==> config.mk <==
export PLATFORM = sky130hd
export DESIGN_NAME = kanagawa_skid_fifo
export DESIGN_NICKNAME = d
export VERILOG_FILES = /design/src/rtl/kanagawa_skid_fifo.sv
export SDC_FILE = /design/constraint.sdc
export NUM_CORES = 1
export LEC_CHECK = 0
export CAP_MARGIN = 20
export CORE_MARGIN = 2
export CORE_UTILIZATION = 48
export CTS_CLUSTER_SIZE = 40
export DETAILED_ROUTE_END_ITERATION = 16
export GPL_TIMING_DRIVEN = 0
export PLACE_DENSITY_LB_ADDON = 0.05
export SLEW_MARGIN = 40
export SYNTH_ARGS = -nofsm -noshare
export SYNTH_HDL_FRONTEND = slang
export SYNTH_SLANG_ARGS = --single-unit
==> constraint.sdc <==
create_clock -name clk -period 3.93 [get_ports clk]
set_input_delay 0.5895 -clock clk [delete_from_list [all_inputs] [get_ports clk]]
set_output_delay 0.5895 -clock clk [all_outputs]
set_load 0.005 [all_outputs]
==> src/rtl/kanagawa_skid_fifo.sv <==
// Elastic buffer with registered ready, registered head and DEPTH entries of storage.
// Tolerates upstream producers that see ready READY_LATENCY cycles late and flags beats sent without a grant.
module kanagawa_skid_fifo #(
    parameter int WIDTH         = 32,
    parameter int DEPTH         = 2,
    parameter int READY_LATENCY = 0
) (
    input  logic                       clk,
    input  logic                       rst,
    input  logic [WIDTH-1:0]           input_data_in,
    input  logic                       input_valid_in,
    output logic                       input_ready_out,
    output logic [WIDTH-1:0]           output_data_out,
    output logic                       output_valid_out,
    input  logic                       output_ready_in,
    output logic [$clog2(DEPTH+1)-1:0] occupancy_out,
    output logic                       protocol_error_out
);

    localparam int CW = $clog2(DEPTH + 1);
    localparam int BD = DEPTH - 1;
    localparam int PW = (BD > 1) ? $clog2(BD) : 1;
    localparam int SW = CW + 4;

    generate
        if (WIDTH < 1 || READY_LATENCY < 0 || READY_LATENCY > 8 || DEPTH < READY_LATENCY + 2) begin : g_bad_params
            $error("kanagawa_skid_fifo: need WIDTH>=1, READY_LATENCY in 0..8 and DEPTH>=READY_LATENCY+2");
        end
    endgenerate

    // Output-facing and internal copies are kept as separate flops so the ports carry no internal fanout.
    (* preserve *) logic r_ready;
    (* preserve *) logic r_ready_int;
    (* preserve *) logic r_valid;
    (* preserve *) logic r_valid_int;

    logic [CW-1:0]    r_count;
    logic [WIDTH-1:0] r_head;
    logic [WIDTH-1:0] r_buf [BD];
    logic [PW-1:0]    r_rd_ptr;
    logic [PW-1:0]    r_wr_ptr;
    logic             r_error;

    logic             w_grant;
    logic             w_violation;
    logic [SW-1:0]    w_pending;
    logic             w_push;
    logic             w_pop;
    logic             w_buf_empty;
    logic             w_to_head;
    logic [CW-1:0]    w_count_next;
    logic             w_ready_next;

    function automatic logic [PW-1:0] ptrInc(input logic [PW-1:0] p);
        return (p == PW'(BD - 1)) ? '0 : p + PW'(1);
    endfunction

    // The grant history only exists when the producer sees ready late; pending counts grants still in flight.
    generate
        if (READY_LATENCY == 0) begin : g_no_latency
            assign w_grant     = r_ready_int;
            assign w_pending   = '0;
            assign w_violation = 1'b0;
        end else begin : g_latency
            logic [READY_LATENCY-1:0] r_hist;

            always_ff @(posedge clk) begin
                if (rst) begin
                    r_hist <= '0;
                end else begin
                    r_hist <= (r_hist << 1) | READY_LATENCY'(r_ready_int);
                end
            end

            assign w_grant     = r_hist[READY_LATENCY-1];
            assign w_violation = input_valid_in && !w_grant;

            always_comb begin
                w_pending = SW'(r_ready_int);
                for (int i = 0; i < READY_LATENCY - 1; i++) begin
                    w_pending = w_pending + SW'(r_hist[i]);
                end
            end
        end
    endgenerate

    assign w_push       = input_valid_in && w_grant;
    assign w_pop        = r_valid_int && output_ready_in;
    assign w_buf_empty  = (r_count <= CW'(1));
    assign w_to_head    = !r_valid_int || (w_buf_empty && w_pop);
    assign w_count_next = r_count + CW'(w_push) - CW'(w_pop);
    assign w_ready_next = (SW'(w_count_next) + w_pending) < SW'(DEPTH);

    always_ff @(posedge clk) begin
        if (rst) begin
            r_count     <= '0;
            r_ready     <= 1'b1;
            r_ready_int <= 1'b1;
            r_valid     <= 1'b0;
            r_valid_int <= 1'b0;
            r_error     <= 1'b0;
            r_rd_ptr    <= '0;
            r_wr_ptr    <= '0;
        end else begin
            r_count     <= w_count_next;
            r_ready     <= w_ready_next;
            r_ready_int <= w_ready_next;
            r_valid     <= (w_count_next != '0);
            r_valid_int <= (w_count_next != '0);
            r_error     <= r_error | w_violation;
            if (w_push && !w_to_head) begin
                r_wr_ptr <= ptrInc(r_wr_ptr);
            end
            if (w_pop && !w_buf_empty) begin
                r_rd_ptr <= ptrInc(r_rd_ptr);
            end
        end
    end

    // Payload storage is not reset; validity is carried entirely by r_count and r_valid.
    always_ff @(posedge clk) begin
        if (!rst) begin
            if (w_push && w_to_head) begin
                r_head <= input_data_in;
            end else if (w_pop && !w_buf_empty) begin
                r_head <= r_buf[r_rd_ptr];
            end
            if (w_push && !w_to_head) begin
                r_buf[r_wr_ptr] <= input_data_in;
            end
        end
    end

    assign input_ready_out    = r_ready;
    assign output_valid_out   = r_valid;
    assign output_data_out    = r_head;
    assign occupancy_out      = r_count;
    assign protocol_error_out = r_error;

`ifndef SYNTHESIS
    always_ff @(posedge clk) begin
        if (!rst) begin
            assert (r_ready == r_ready_int);
            assert (r_valid == r_valid_int);
            assert (r_count <= CW'(DEPTH));
            assert (!(w_push && r_count == CW'(DEPTH)));
        end
    end

    assert property (@(posedge clk) disable iff (rst)
        (r_valid_int && !output_ready_in) |=> $stable(r_head));
`endif

endmodule

# Yosys cells after proc, flatten, opt, wreduce, memory -nomap -nowiden
# Memory sizes are Yosys's and may differ from the RTL's.
# Index checks and enable logic that the tools add are counted.
[totals] reg_bits=36 mem_bits_rw=32 in_bits=36 output_inout_bits=37 wordCells=28 mem_count=1
[memory_table] name="r_buf" depth=1 width=32 read_ports=1 rd_clocked_by_memory_dff=0 wr=1 line_no="39" rtl="logic [WIDTH-1:0] r_buf [BD];"
[op_classes] n_addsub=2 n_lt_le_gt_ge=2 mux=5 bitwise=1 reduce_logical=13
[ops] cell="2-to-1 mux 32 bit" count=2
[ops] cell="logical AND 1 bit" count=6
[ops] cell="nonzero test 2 bit" count=2
[ops] cell="logical NOT 1 bit" count=3
[ops] cell="2-to-1 mux 1 bit" count=3
[ops] cell="adder 2 x 1 -> 2 bit" count=1
[ops] cell="<= comparator 2 x 1 -> 1 bit (second input constant)" count=1
[ops] cell="less-than comparator 2 bit (second input constant)" count=1
[ops] cell="AND reduction 2 bit" count=1
[ops] cell="subtractor 2 x 1 -> 2 bit" count=1
[ops] cell="logical OR 1 bit" count=1
[ops] cell="NOT 1 bit" count=1

# Depth between registers and ports, before layout
[depth] word_depth=8 mapped_depth=7 depth_no_buf=7

# Least setup slack after synthesis
# OpenSTA, ideal clock, no wires.
[synth_path] kind="input to register" from="input port input_valid_in" to="memory r_buf[0][0], enable pin" arrival_time_ns=2.915 t_required_ns=3.469 path_slack_ns=0.554 stages=2 path_buffers=0 path_cell_list="nand2_1 nor3_1"
[synth_via] elab_chain_len=5
[synth_rtl] element="from (decl)" line_no="11" rtl="input logic input_valid_in,"
[synth_rtl] element="logical AND 1 bit" line_no="87" rtl="assign w_push = input_valid_in && w_grant;"
[synth_rtl] element="logical AND 1 bit" line_no="128" rtl="if (w_push && !w_to_head) begin"
[synth_rtl] element="2-to-1 mux 1 bit" line_no="128"
[synth_rtl] element="2-to-1 mux 1 bit" line_no="122" rtl="if (!rst) begin"
[synth_rtl] element="2-to-1 mux 1 bit (not written as such)" line_no="129" rtl="r_buf[r_wr_ptr] <= input_data_in;"
[synth_rtl] element="to (decl)" line_no="39"
# No other way between the ends.

# Worst setup path after layout
[layout_path] from="input port output_ready_in" to="register r_head[27] (netlist: output_data_out[27]), enable pin"
[layout_via] elab_chain_len=6
[layout_rtl] element="from (decl)" line_no="15" rtl="input logic output_ready_in,"
[layout_rtl] element="logical AND 1 bit *" line_no="88" rtl="assign w_pop = r_valid_int && output_ready_in;"
[layout_rtl] element="logical AND 1 bit" line_no="90" rtl="assign w_to_head = !r_valid_int || (w_buf_empty && w_pop);"
[layout_rtl] element="logical OR 1 bit" line_no="90"
[layout_rtl] element="logical AND 1 bit" line_no="123" rtl="if (w_push && w_to_head) begin"
[layout_rtl] element="nonzero test 2 bit (no source line) *"
[layout_rtl] element="AND reduction 2 bit (no source line) *"
[layout_rtl] element="to (signal assigned)" line_no="124" rtl="r_head <= input_data_in;"
[layout_rtl] element="to (signal assigned)" line_no="126" rtl="r_head <= r_buf[r_rd_ptr];"
[layout_rtl] element="to (decl)" line_no="38" rtl="logic [WIDTH-1:0] r_head;"
# Every way passes the cells marked *; elsewhere a longest branch is shown, timed or not.
# A chain may end at the register's enable or synchronous reset.

==> results_dict.tcl <==
set metrics [dict create \
    root_buffer "clkbuf_8" \
    core_area_mm2 0.00544 \
    ios 73 \
    setup_viol_count_final 0 \
    drt_iter0_markers 41 \
    detail_route.wl_per_cell_um 15.3 \
    avgSynthCellArea_um2 21.8 \
    drive_above_1_share_pct 27.1 \
    routed_wirelength_um 4370 \
    start_util_pct 49.3 \
    report.power.total_mw 1.98 \
    p_sw_share_pct 22.8 \
    rows 27 \
    slew_violations 0 \
    clkPwrFrac_pct 26.1 \
    leakage_nw 1.40 \
    dr.pass1.iters 4 \
    antenna_cells 0 \
    synthFlopType "edfxtp_1" \
    die_area_mm2 0.00620 \
    grt_overflow 0 \
    cp_max_fo 18 \
    max-vdd-ir-drop_mv 0.476 \
    skew_ns 0.0108 \
    hold_viol_final 0 \
    clock_latency_ns 0.32 \
    yosys_warnings 0 \
    die_w_um 78.7 \
    powerDensity_mw_per_mm2 534 \
    placement.io_buffers 71 \
    vias 1362 \
    synth-edff-count 64 \
    endpoint_kind "register" \
    p_sw_mw 0.451 \
    fmax_ghz 0.423 \
    rsz0062_at_grt "false" \
    synth_area_leader_cell "edfxtp_1" \
    post_cts_buffers 0 \
    antenna_found_initial 0 \
    cts_buffers 9 \
    arrival_ns 2.38 \
    synth_seq_cells 68 \
    ctsHtreeMaxLevel 3 \
    worst_pin_slew_ns 0.625 \
    drtAntennaViolNets 0 \
    synthArstFlopShare_pct 0 \
    fin_setup_tns_ns 0 \
    yosysMostFrequentCell "edfxtp_1" \
    die_height_um 78.7 \
    clk_pin_slew_ns 0.06 \
    relSlewSlack_pct 58.1 \
    outcome "finished clean" \
    comb_power_share_pct 26.7 \
    internal_power_mw 1.53 \
    cts_buffer_depth 2 \
    hold_buffers 0 \
    grt_first_pass_wirelength_um 6910 \
    period_share_pct 60.1 \
    final.min_clock_period_ns 2.36 \
    grt_max_degree 19 \
    cap_violations 0 \
    vias_per_cell 4.76 \
    synth_top_area_share_pct 71.7 \
    synth_cell_types 19 \
    synth_commonest_cells "edfxtp_1, mux2_4, dfxtp_1" \
    cts_tree "built" \
    dpl.hpwl_um 3130 \
    synth_area_leaders "edfxtp_1, mux2_4, dfxtp_1, buf_12, mux2_2" \
    cp-start-kind "input pin" \
    holdWs_ns 0.546 \
    worst_ep_required_time_ns 3.95 \
    gp_congestion 0.697 \
    synthCells 123 \
    drc 0 \
    syn_area_mm2 0.00268 \
    fin_util_pct 68.2 \
    crit_type "input pin to register" \
    grt_pass1_vias 1437 \
    yosysSeqAreaShare_pct 74.7 \
    gr-usage-all-layers_pct 15.1 \
    p_seq_share_pct 47.2 \
    hp-class "register to register" \
    cts_sinks 68 \
    syn_to_final_growth_pct 38.5 \
    ctsResizeCount 0 \
    fin_nets 248 \
    synthesis.nets 161 \
]
-- layout by cell type (no fill, tap or decap), drive strengths merged --
cell	Yosys	final
a21o	1	1
a21oi	2	2
and2	1	1
buf	5	10
bufinv	0	1
clkbuf	0	12
clkdlybuf4s50	0	71
clkinv	0	2
conb	1	1
dfxtp	4	4
edfxtp	64	64
ha	2	2
inv	3	3
mux2	32	32
nand2	3	3
nand2b	1	1
nor2	1	1
nor3	1	1
or2	1	1
xnor3	1	1
-- worst paths after layout --
check / depth (start not counted) / to / start / slack [ns]
worst min-delay path: 1 / output_data_out[4] / r_buf[0][4] / 0.55
worst max register to register: 6 / output_data_out[27] / occupancy_out[1] / 1.91
worst min register to register: 1 / output_data_out[4] / r_buf[0][4] / 0.55
worst max-delay path: 7 / output_data_out[27] / output_ready_in / 1.57
-- registers in the layout (all words and copies together), names as in the netlist --
| signal | cells |
|---|---|
| r_buf | 32 |
| r_ready_int | 1 |
| output_data_out | 32 |
| occupancy_out | 2 |
| r_valid_int | 1 |
-- cell families after synthesis --
family	Yosys count	synth area share, %
DFF	68	74.7
muxes	32	17.5
and+or+nand+nor	8	1.73
buffers and inverters	8	3.36
AOI/OAI and AO/OA	3	0.654
adders and majority gates	2	0.934
other	1	0.140
xor gates and xnor gates	1	0.981
-- power by group through the flow --
stage	Sequential [mW]	Combinational (mW)	Clock (mW)
2_1_floorplan	0.959	0.313	0
3_3_place_gp	0.955	0.502	0
3_5_place_dp	0.950	0.537	0
4_1_cts	0.935	0.539	0.530
5_1_grt	0.942	0.566	0.568
6_report	0.935	0.530	0.518
-- routing by layer --
layer  global-route usage [%]  share of wire, %  wire (um)
met1                     17.5                42       1820
met2                     25.2                50       2190
met3                     5.23               7.1        309
met4                     7.37               1.4         60
met5                        0                 0          0
-- worst max-delay path, cell delays in order --
cell             delay (ns)
clkdlybuf4s50_1        0.52
nand2b_4               0.06
a21o_1                 0.18
buf_6                  0.14
buf_12                 0.15
a21oi_4                0.46
buf_8                  0.26
-- per-stage QoR --
step                      instance area, um2  instances  setup slack, ns
final                                   3710        286             1.57
after CTS                               3710        286             1.55
after floorplan                         2680        123            0.554
after global routing                    3710        286             1.48
after detailed placement                3540        271             1.22
after global placement                  3480        266           -0.968
-- final cells by class --
type	instances	area, um2
Sequential cell	68	2000
Fill cell	366	1730
Timing Repair Buffer	76	751
Multi-Input combinational cell	47	604
Clock buffer	12	135
Tap cell	72	90.1
Buffer	5	78.8
Clock inverter	3	38.8
Inverter	3	11.3
No activity file was read; power rests on OpenSTA's default activity.
